==> config.mk <==
export PLATFORM = sky130hd
export DESIGN_NAME = uart_rx_gpio_flat
export DESIGN_NICKNAME = d
export VERILOG_FILES = /design/src/rtl/uart_rx_gpio_pkg.sv /design/src/rtl/uart_rx_gpio_if.sv /design/src/rtl/uart_rx_gpio_sync_fifo.sv /design/src/rtl/uart_rx_gpio.sv /design/src/flat_wrapper.sv
export SDC_FILE = /design/constraint.sdc
export NUM_CORES = 1
export LEC_CHECK = 0
export BUFFER_PORTS_ARGS = -buffer_cell sky130_fd_sc_hd__buf_2
export CAP_MARGIN = 20
export CORE_MARGIN = 4
export CORE_UTILIZATION = 45
export CTS_CLUSTER_SIZE = 25
export DETAILED_ROUTE_END_ITERATION = 16
export PLACE_DENSITY = 0.71
export SYNTH_ARGS = -nofsm -noshare
export SYNTH_HDL_FRONTEND = slang
export SYNTH_HIERARCHICAL = 1
export SYNTH_SLANG_ARGS = --single-unit
==> constraint.sdc <==
create_clock -name clk -period 7.08 [get_ports clk]
set_input_delay 0.354 -clock clk [delete_from_list [all_inputs] [get_ports clk]]
set_output_delay 0.354 -clock clk [all_outputs]
set_load 0.1 [all_outputs]
==> src/rtl/uart_rx_gpio_pkg.sv <==
// Shared definitions for the memory-mapped UART receiver: register map,
// status bit positions, receive FSM encoding and the baud divider helper.
`timescale 1ns/1ps
package uart_rx_gpio_pkg;

    localparam logic [3:0] ADDR_RX_DATA   = 4'b0101;
    localparam logic [3:0] ADDR_RX_STATUS = 4'b0110;

    localparam int ST_NOT_EMPTY = 0;
    localparam int ST_FULL      = 1;
    localparam int ST_FRAME_ERR = 2;
    localparam int ST_OVERRUN   = 3;

    typedef enum logic [1:0] {
        IDLE  = 2'd0,
        START = 2'd1,
        DATA  = 2'd2,
        STOP  = 2'd3
    } rx_state_e;

    // Clock cycles per 16x oversampling tick.
    function automatic int baud_div(input int clk_freq, input int baud);
        return clk_freq / (baud * 16);
    endfunction

endpackage

==> src/rtl/uart_rx_gpio_if.sv <==
// CPU data-bus slice seen by the receiver: address, write data, strobes
// and the registered read data.
`timescale 1ns/1ps
interface uart_rx_gpio_if;
    logic [31:0] addr;
    logic [31:0] data_in;
    logic        rd_strobe;
    logic [3:0]  wr_strobe;
    logic [31:0] data_out;

    modport master (output addr, data_in, rd_strobe, wr_strobe, input data_out);
    modport slave  (input addr, data_in, rd_strobe, wr_strobe, output data_out);
endinterface

==> src/rtl/uart_rx_gpio_sync_fifo.sv <==
// Generic synchronous FIFO; a push into a full FIFO is accepted only when a
// pop in the same cycle frees the slot, otherwise it is dropped.
`timescale 1ns/1ps
module sync_fifo #(
    parameter int WIDTH = 8,
    parameter int DEPTH = 4,
    localparam int AW   = $clog2(DEPTH)
) (
    input  logic             clk,
    input  logic             rst,
    input  logic             push,
    input  logic             pop,
    input  logic [WIDTH-1:0] din,
    output logic [WIDTH-1:0] head,
    output logic             full,
    output logic             empty,
    output logic [AW:0]      count
);
    logic [WIDTH-1:0] mem [DEPTH];
    logic [AW-1:0]    wr_ptr;
    logic [AW-1:0]    rd_ptr;
    logic             do_push;
    logic             do_pop;

    assign do_pop  = pop && !empty;
    assign do_push = push && (!full || do_pop);

    // NOTE: storage is not reset; the count alone decides which entries are valid.
    always_ff @(posedge clk) begin
        if (do_push) mem[wr_ptr] <= din;
    end

    // NOTE: sequential state uses non-blocking assignments so every flop samples pre-edge values.
    always_ff @(posedge clk or negedge rst) begin
        if (!rst) begin
            wr_ptr <= '0;
            rd_ptr <= '0;
            count  <= '0;
        end else begin
            if (do_push) wr_ptr <= wr_ptr + 1'b1;
            if (do_pop)  rd_ptr <= rd_ptr + 1'b1;
            case ({do_push, do_pop})
                2'b10:   count <= count + 1'b1;
                2'b01:   count <= count - 1'b1;
                default: count <= count;
            endcase
        end
    end

    assign head  = mem[rd_ptr];
    assign full  = (count == (AW+1)'(DEPTH));
    assign empty = (count == '0);
endmodule

==> src/rtl/uart_rx_gpio.sv <==
// 8N1 UART receiver with 16x oversampling, receive FIFO and RX_DATA /
// RX_STATUS registers on the CPU data bus.
`timescale 1ns/1ps
module uart_rx_gpio
    import uart_rx_gpio_pkg::*;
#(
    parameter int CLK_FREQ   = 12_000_000,
    parameter int BAUD       = 9600,
    parameter int FIFO_DEPTH = 4
) (
    input  logic           clk,
    input  logic           rst,
    uart_rx_gpio_if.slave  bus,
    input  logic           rx_pin,
    output logic           rx_irq
);
    localparam int DIV = baud_div(CLK_FREQ, BAUD);
    localparam int CW  = (DIV > 1) ? $clog2(DIV) : 1;
    localparam int AW  = $clog2(FIFO_DEPTH);

    logic [1:0]    sync_q;
    logic          rx_s;
    logic [CW-1:0] div_cnt;
    logic          tick;
    rx_state_e     state, state_next;
    logic [3:0]    s_cnt;
    logic [2:0]    bit_idx;
    logic [7:0]    shift;
    logic          push, frame_set;
    logic          overrun, frame_err;
    logic [7:0]    head;
    logic          full, empty;
    logic [AW:0]   fifo_count;
    logic [3:0]    nib;
    logic          rd_data, rd_status, pop, status_wr;
    logic          unused_ok;

    // Line idles high, so the synchroniser resets to 1 to avoid a false start bit.
    always_ff @(posedge clk or negedge rst) begin
        if (!rst) sync_q <= 2'b11;
        else      sync_q <= {sync_q[0], rx_pin};
    end
    assign rx_s = sync_q[1];

    assign tick = (div_cnt == CW'(DIV - 1));
    always_ff @(posedge clk or negedge rst) begin
        if (!rst)      div_cnt <= '0;
        else if (tick) div_cnt <= '0;
        else           div_cnt <= div_cnt + 1'b1;
    end

    always_ff @(posedge clk or negedge rst) begin
        if (!rst) state <= IDLE;
        else      state <= state_next;
    end

    // NOTE: every always_comb output gets a default first so no latch is inferred.
    always_comb begin
        state_next = state;
        if (tick) begin
            case (state)
                IDLE:  if (!rx_s) state_next = START;
                START: if (s_cnt == 4'd7) state_next = rx_s ? IDLE : DATA;
                DATA:  if (s_cnt == 4'd15 && bit_idx == 3'd7) state_next = STOP;
                STOP:  if (s_cnt == 4'd15) state_next = IDLE;
                default: state_next = IDLE;
            endcase
        end
    end

    always_comb begin
        push      = 1'b0;
        frame_set = 1'b0;
        if (tick && state == STOP && s_cnt == 4'd15) begin
            push      = rx_s;
            frame_set = !rx_s;
        end
    end

    // Sample counter, bit index and shift register; LSB arrives first.
    always_ff @(posedge clk or negedge rst) begin
        if (!rst) begin
            s_cnt   <= '0;
            bit_idx <= '0;
            shift   <= '0;
        end else if (tick) begin
            case (state)
                IDLE:  s_cnt <= '0;
                START: begin
                    s_cnt   <= (s_cnt == 4'd7) ? 4'd0 : s_cnt + 1'b1;
                    bit_idx <= '0;
                end
                DATA: begin
                    s_cnt <= s_cnt + 1'b1;
                    if (s_cnt == 4'd15) begin
                        shift   <= {rx_s, shift[7:1]};
                        bit_idx <= bit_idx + 1'b1;
                    end
                end
                STOP:  s_cnt <= s_cnt + 1'b1;
                default: s_cnt <= '0;
            endcase
        end
    end

    assign nib       = bus.addr[31:28];
    assign rd_data   = bus.rd_strobe && (nib == ADDR_RX_DATA);
    assign rd_status = bus.rd_strobe && (nib == ADDR_RX_STATUS);
    assign pop       = rd_data && !empty;
    assign status_wr = bus.wr_strobe[0] && (nib == ADDR_RX_STATUS);

    sync_fifo #(.WIDTH(8), .DEPTH(FIFO_DEPTH)) u_fifo (
        .clk   (clk),
        .rst   (rst),
        .push  (push),
        .pop   (pop),
        .din   (shift),
        .head  (head),
        .full  (full),
        .empty (empty),
        .count (fifo_count)
    );

    // Sticky flags: a set in the same cycle as a clear wins.
    always_ff @(posedge clk or negedge rst) begin
        if (!rst) begin
            overrun   <= 1'b0;
            frame_err <= 1'b0;
        end else begin
            if (push && full && !pop)                          overrun <= 1'b1;
            else if (status_wr && bus.data_in[ST_OVERRUN])     overrun <= 1'b0;
            if (frame_set)                                     frame_err <= 1'b1;
            else if (status_wr && bus.data_in[ST_FRAME_ERR])   frame_err <= 1'b0;
        end
    end

    always_ff @(posedge clk or negedge rst) begin
        if (!rst) begin
            bus.data_out <= '0;
        end else if (rd_data) begin
            bus.data_out <= {24'b0, empty ? 8'h00 : head};
        end else if (rd_status) begin
            bus.data_out <= {28'b0, overrun, frame_err, full, !empty};
        end
    end

    assign rx_irq = (fifo_count != '0);

    assign unused_ok = &{1'b0, bus.addr[27:0], bus.data_in[31:4], bus.data_in[1:0],
                         bus.wr_strobe[3:1]};
endmodule

==> src/flat_wrapper.sv <==
// flat-port wrapper written by rule: the top's interface ports become plain ports
module uart_rx_gpio_flat import uart_rx_gpio_pkg::*;
#(
    parameter int CLK_FREQ   = 12_000_000,
    parameter int BAUD       = 9600,
    parameter int FIFO_DEPTH = 4
)
  (clk, rst, rx_pin, rx_irq, bus_addr, bus_data_in, bus_rd_strobe, bus_wr_strobe, bus_data_out);
  uart_rx_gpio_if bus_i ();
  input  logic clk;
  input  logic rst;
  input  logic rx_pin;
  output logic rx_irq;
  input wire logic [$bits(bus_i.addr)-1:0] bus_addr;
  input wire logic [$bits(bus_i.data_in)-1:0] bus_data_in;
  input wire logic [$bits(bus_i.rd_strobe)-1:0] bus_rd_strobe;
  input wire logic [$bits(bus_i.wr_strobe)-1:0] bus_wr_strobe;
  output wire logic [$bits(bus_i.data_out)-1:0] bus_data_out;
  assign bus_i.addr = bus_addr;
  assign bus_i.data_in = bus_data_in;
  assign bus_i.rd_strobe = bus_rd_strobe;
  assign bus_i.wr_strobe = bus_wr_strobe;
  assign bus_data_out = bus_i.data_out;
  uart_rx_gpio #(.CLK_FREQ(CLK_FREQ), .BAUD(BAUD), .FIFO_DEPTH(FIFO_DEPTH)) u_core (.clk(clk), .rst(rst), .bus(bus_i), .rx_pin(rx_pin), .rx_irq(rx_irq));
endmodule
==> impl_metrics.json <==
{
  "min_period_ns": 2.62,
  "grt_max_degree": 44,
  "yosysWarnings": 6,
  "ys_types": 51,
  "fin_crit_sh": 0.370,
  "post-route-drc-count": 0,
  "finalSetupTns_ns": 0,
  "synth_commonest_cells": "dfrtp_1, edfxtp_1, buf_4",
  "seq_area_sq_um": 2040,
  "clockBufferDepth": 2,
  "setup_viol_count_final": 0,
  "netlist_area_sq_um": 3540,
  "drive_above_1_share": 0.246,
  "rsz0062_at_grt": "false",
  "max_slew.worst_pin.slew_ns": 0.568,
  "synth_area_leaders": "dfrtp_1, edfxtp_1, buf_4, mux4_2, ha_1",
  "syn_area_per_cell_sq_um": 13.7,
  "dpl-instance-area_sq_um": 3600,
  "grt_busiest_layer": "met2",
  "cp-start-kind": "register",
  "cellLeakagePower_nw": 1.72,
  "status": "finished, final reports clean",
  "dieArea_sq_um": 9350,
  "yosysMostFrequentCell": "dfrtp_1",
  "yosys_most_used_dff": "dfrtp_1",
  "synth.ff_latch_count": 75,
  "clkTransAtPathRegs_ns": 0.07,
  "critical_path.startpoint": "u_core/u_fifo/count[0]",
  "hold_violations": 0,
  "totalPowerFinal_mw": 1.00,
  "synth-async-reset-ratio": 0.573,
  "routed_wl_microns": 5510,
  "grt_pass1_wl_microns": 9160,
  "cts-resized-gates": 0,
  "drt-wirelength-per-cell_microns": 14.2,
  "start_util": 0.461,
  "first_iter_violations": 96,
  "ioPinCount": 105,
  "crit_chain": "nor3_1 -> inv_1 -> and2_4 -> o21a_4 -> inv_1 -> ha_1 -> inv_1 -> fa_1 -> xor2_1 -> nor2_1 -> xor2_1",
  "clock-sinks": 75,
  "grt_usage": 0.122,
  "hp-class": "primary input to register",
  "end_kind": "register",
  "grt_pass1_vias": 1859,
  "r2r_slack_ns": 4.46,
  "antenna_cells": 0,
  "r2r_cells": 11,
  "worstPathArrival_ns": 2.88,
  "relSlewSlack": 0.622,
  "numCtsBuffers": 9,
  "die_h_microns": 96.7,
  "row_count": 32,
  "use_met2": 0.186,
  "slowest_delay_ns": 0.45,
  "pwr_density_cell_nw_per_um2": 263,
  "multiInputGateArea_sq_um": 1280,
  "netlist.area_leader.share": 0.290,
  "place_congestion": 0.773,
  "crit_top_cell": "inv_1",
  "vias_per_cell": 4.88,
  "timing.rr.end": "u_core/u_fifo/count[2]",
  "crit_path_end": "u_core/u_fifo/count[2]",
  "die_x_microns": 96.7,
  "fin_worst_skew_ns": 0.0120,
  "synthCells": 258,
  "synth_edf_count": 32,
  "max_freq_mhz": 382,
  "pre_cts_ws_ns": 4.44,
  "ant_nets": 0,
  "fin_ws_ns": 4.46,
  "htreeDepth": 3,
  "antenna_found_initial": 0,
  "met3_usage": 0.0353,
  "nFillCells": 654,
  "path_class": "register to register",
  "required_ns": 7.34,
  "port-buffer-count": 19,
  "worst_ir_drop_vdd_mv": 0.0854,
  "drv_cap": 0,
  "drv_slew": 0,
  "dr.pass1.iters": 4,
  "clkLatencyLatePin_ns": 0.34,
  "postLayoutCellArea_sq_um": 3800,
  "path_max_fanout": 7,
  "ys_seq_area_frac": 0.576,
  "hpwl_microns": 3730,
  "final_util": 0.494,
  "cp_slowest_cell": "nor3_1",
  "timing.rr.start": "u_core/u_fifo/count[0]",
  "core-area_sq_um": 7690,
  "vias": 1888,
  "cts_tree": "yes",
  "synth_top_area_cell": "dfrtp_1",
  "gr-total-overflow": 0,
  "syn2layout_area_growth_pct": 7.31,
  "use_met1": 0.164,
  "clockRootBuffer": "clkbuf_8",
  "fin_nets": 363,
  "post_cts.repair.setup_buffers": 0
}
worst min-delay path by stage:
stage,startpoint,end,slack [ns],depth (start not counted)
6_report,rx_pin,u_core/sync_q[0],0.11,1
3_3_place_gp,u_core/sync_q[0],u_core/sync_q[1],0.35,0
3_5_place_dp,u_core/sync_q[0],u_core/sync_q[1],0.35,0
2_1_floorplan,rst,async pin,0.06,0
4_1_cts,rx_pin,u_core/sync_q[0],0.1,1
5_1_grt,rx_pin,u_core/sync_q[0],0.09,1
per-layer routing:
layer / wire [microns] / vias to the layer above
met2: 2560 / 52
met3: 263 / 6
met5: 0 / -
met1: 2620 / 925
li1: - / 905
met4: 62 / 0
power breakdown:
part / internal, mW / switching, mW / total [mW] / leakage, nW
combinational: 0.0466 / 0.152 / 0.198 / 0.703
clock: 0.130 / 0.159 / 0.289 / 0.0880
sequential: 0.473 / 0.0408 / 0.514 / 0.926
layout by cell type (no fill, tap or decap), types with 7 or more instances in the layout:
cell type | Yosys | layout
dfrtp_1 | 41 | 41
edfxtp_1 | 32 | 32
conb_1 | 1 | 24
buf_2 | 2 | 19
inv_1 | 15 | 15
nand2_1 | 11 | 11
nor2_1 | 11 | 11
ha_1 | 10 | 10
clkbuf_8 | 0 | 9
xor2_1 | 8 | 8
mux2_4 | 8 | 8
mux4_2 | 8 | 8
o21ai_0 | 7 | 7
logic make-up after synthesis:
logic type | count (synthesis) | share of synthesized area
buffers and inverters | 48 | 0.0880
adder cells (fa/ha/maj) | 11 | 0.0410
XOR/XNOR | 13 | 0.0321
other | 1 | 0.00106
flip-flops | 75 | 0.576
multiplexers | 23 | 0.105
AND/OR/NAND/NOR | 58 | 0.100
AO/OA/AOI/OAI | 29 | 0.0565
per-stage QoR:
stage,cells,hold WS (ns)
5_1_grt,387,0.0928
6_report,387,0.114
3_5_place_dp,369,0.347
3_3_place_gp,369,0.346
2_1_floorplan,281,0.0584
4_1_cts,385,0.0955
state kept, by name, summed over array words and instances, names as in the netlist, named ones only:
register and flops:
u_core/s_cnt 4, u_core/u_fifo/rd_ptr 2, u_core/u_fifo/mem 32, u_core/state 1, u_core/shift 8, u_core/u_fifo/count 3, u_core/frame_err 1, u_core/bus.data_out 8
u_core/bit_idx 3, u_core/overrun 1, u_core/div_cnt 7, u_core/u_fifo/wr_ptr 2, u_core/sync_q 2
critical path: cells and delay by family, from the launching register on:
family	cells	cell delay [ns]
AND/OR/NAND/NOR	3	0.77
adder cells (fa/ha/maj)	2	0.54
flip-flops	1	0.44
XOR/XNOR	2	0.30
AO/OA/AOI/OAI	1	0.26
buffers and inverters	3	0.23
cell type report:
class | count | area share
clock buffers | 9 | 0.0326
clock inverters | 7 | 0.0135
inverters | 15 | 0.0148
multi-input cells | 158 | 0.336
flip-flops and latches | 75 | 0.537
well taps | 102 | 0.0336
repair buffers | 21 | 0.0329
repair_timing:
action                                 in CTS  in global routing
hold buffers                                0                  1
endpoints found under the hold margin       0                  3
setup endpoints to repair                   0                  0
No activity file was read; power rests on OpenSTA's default activity.
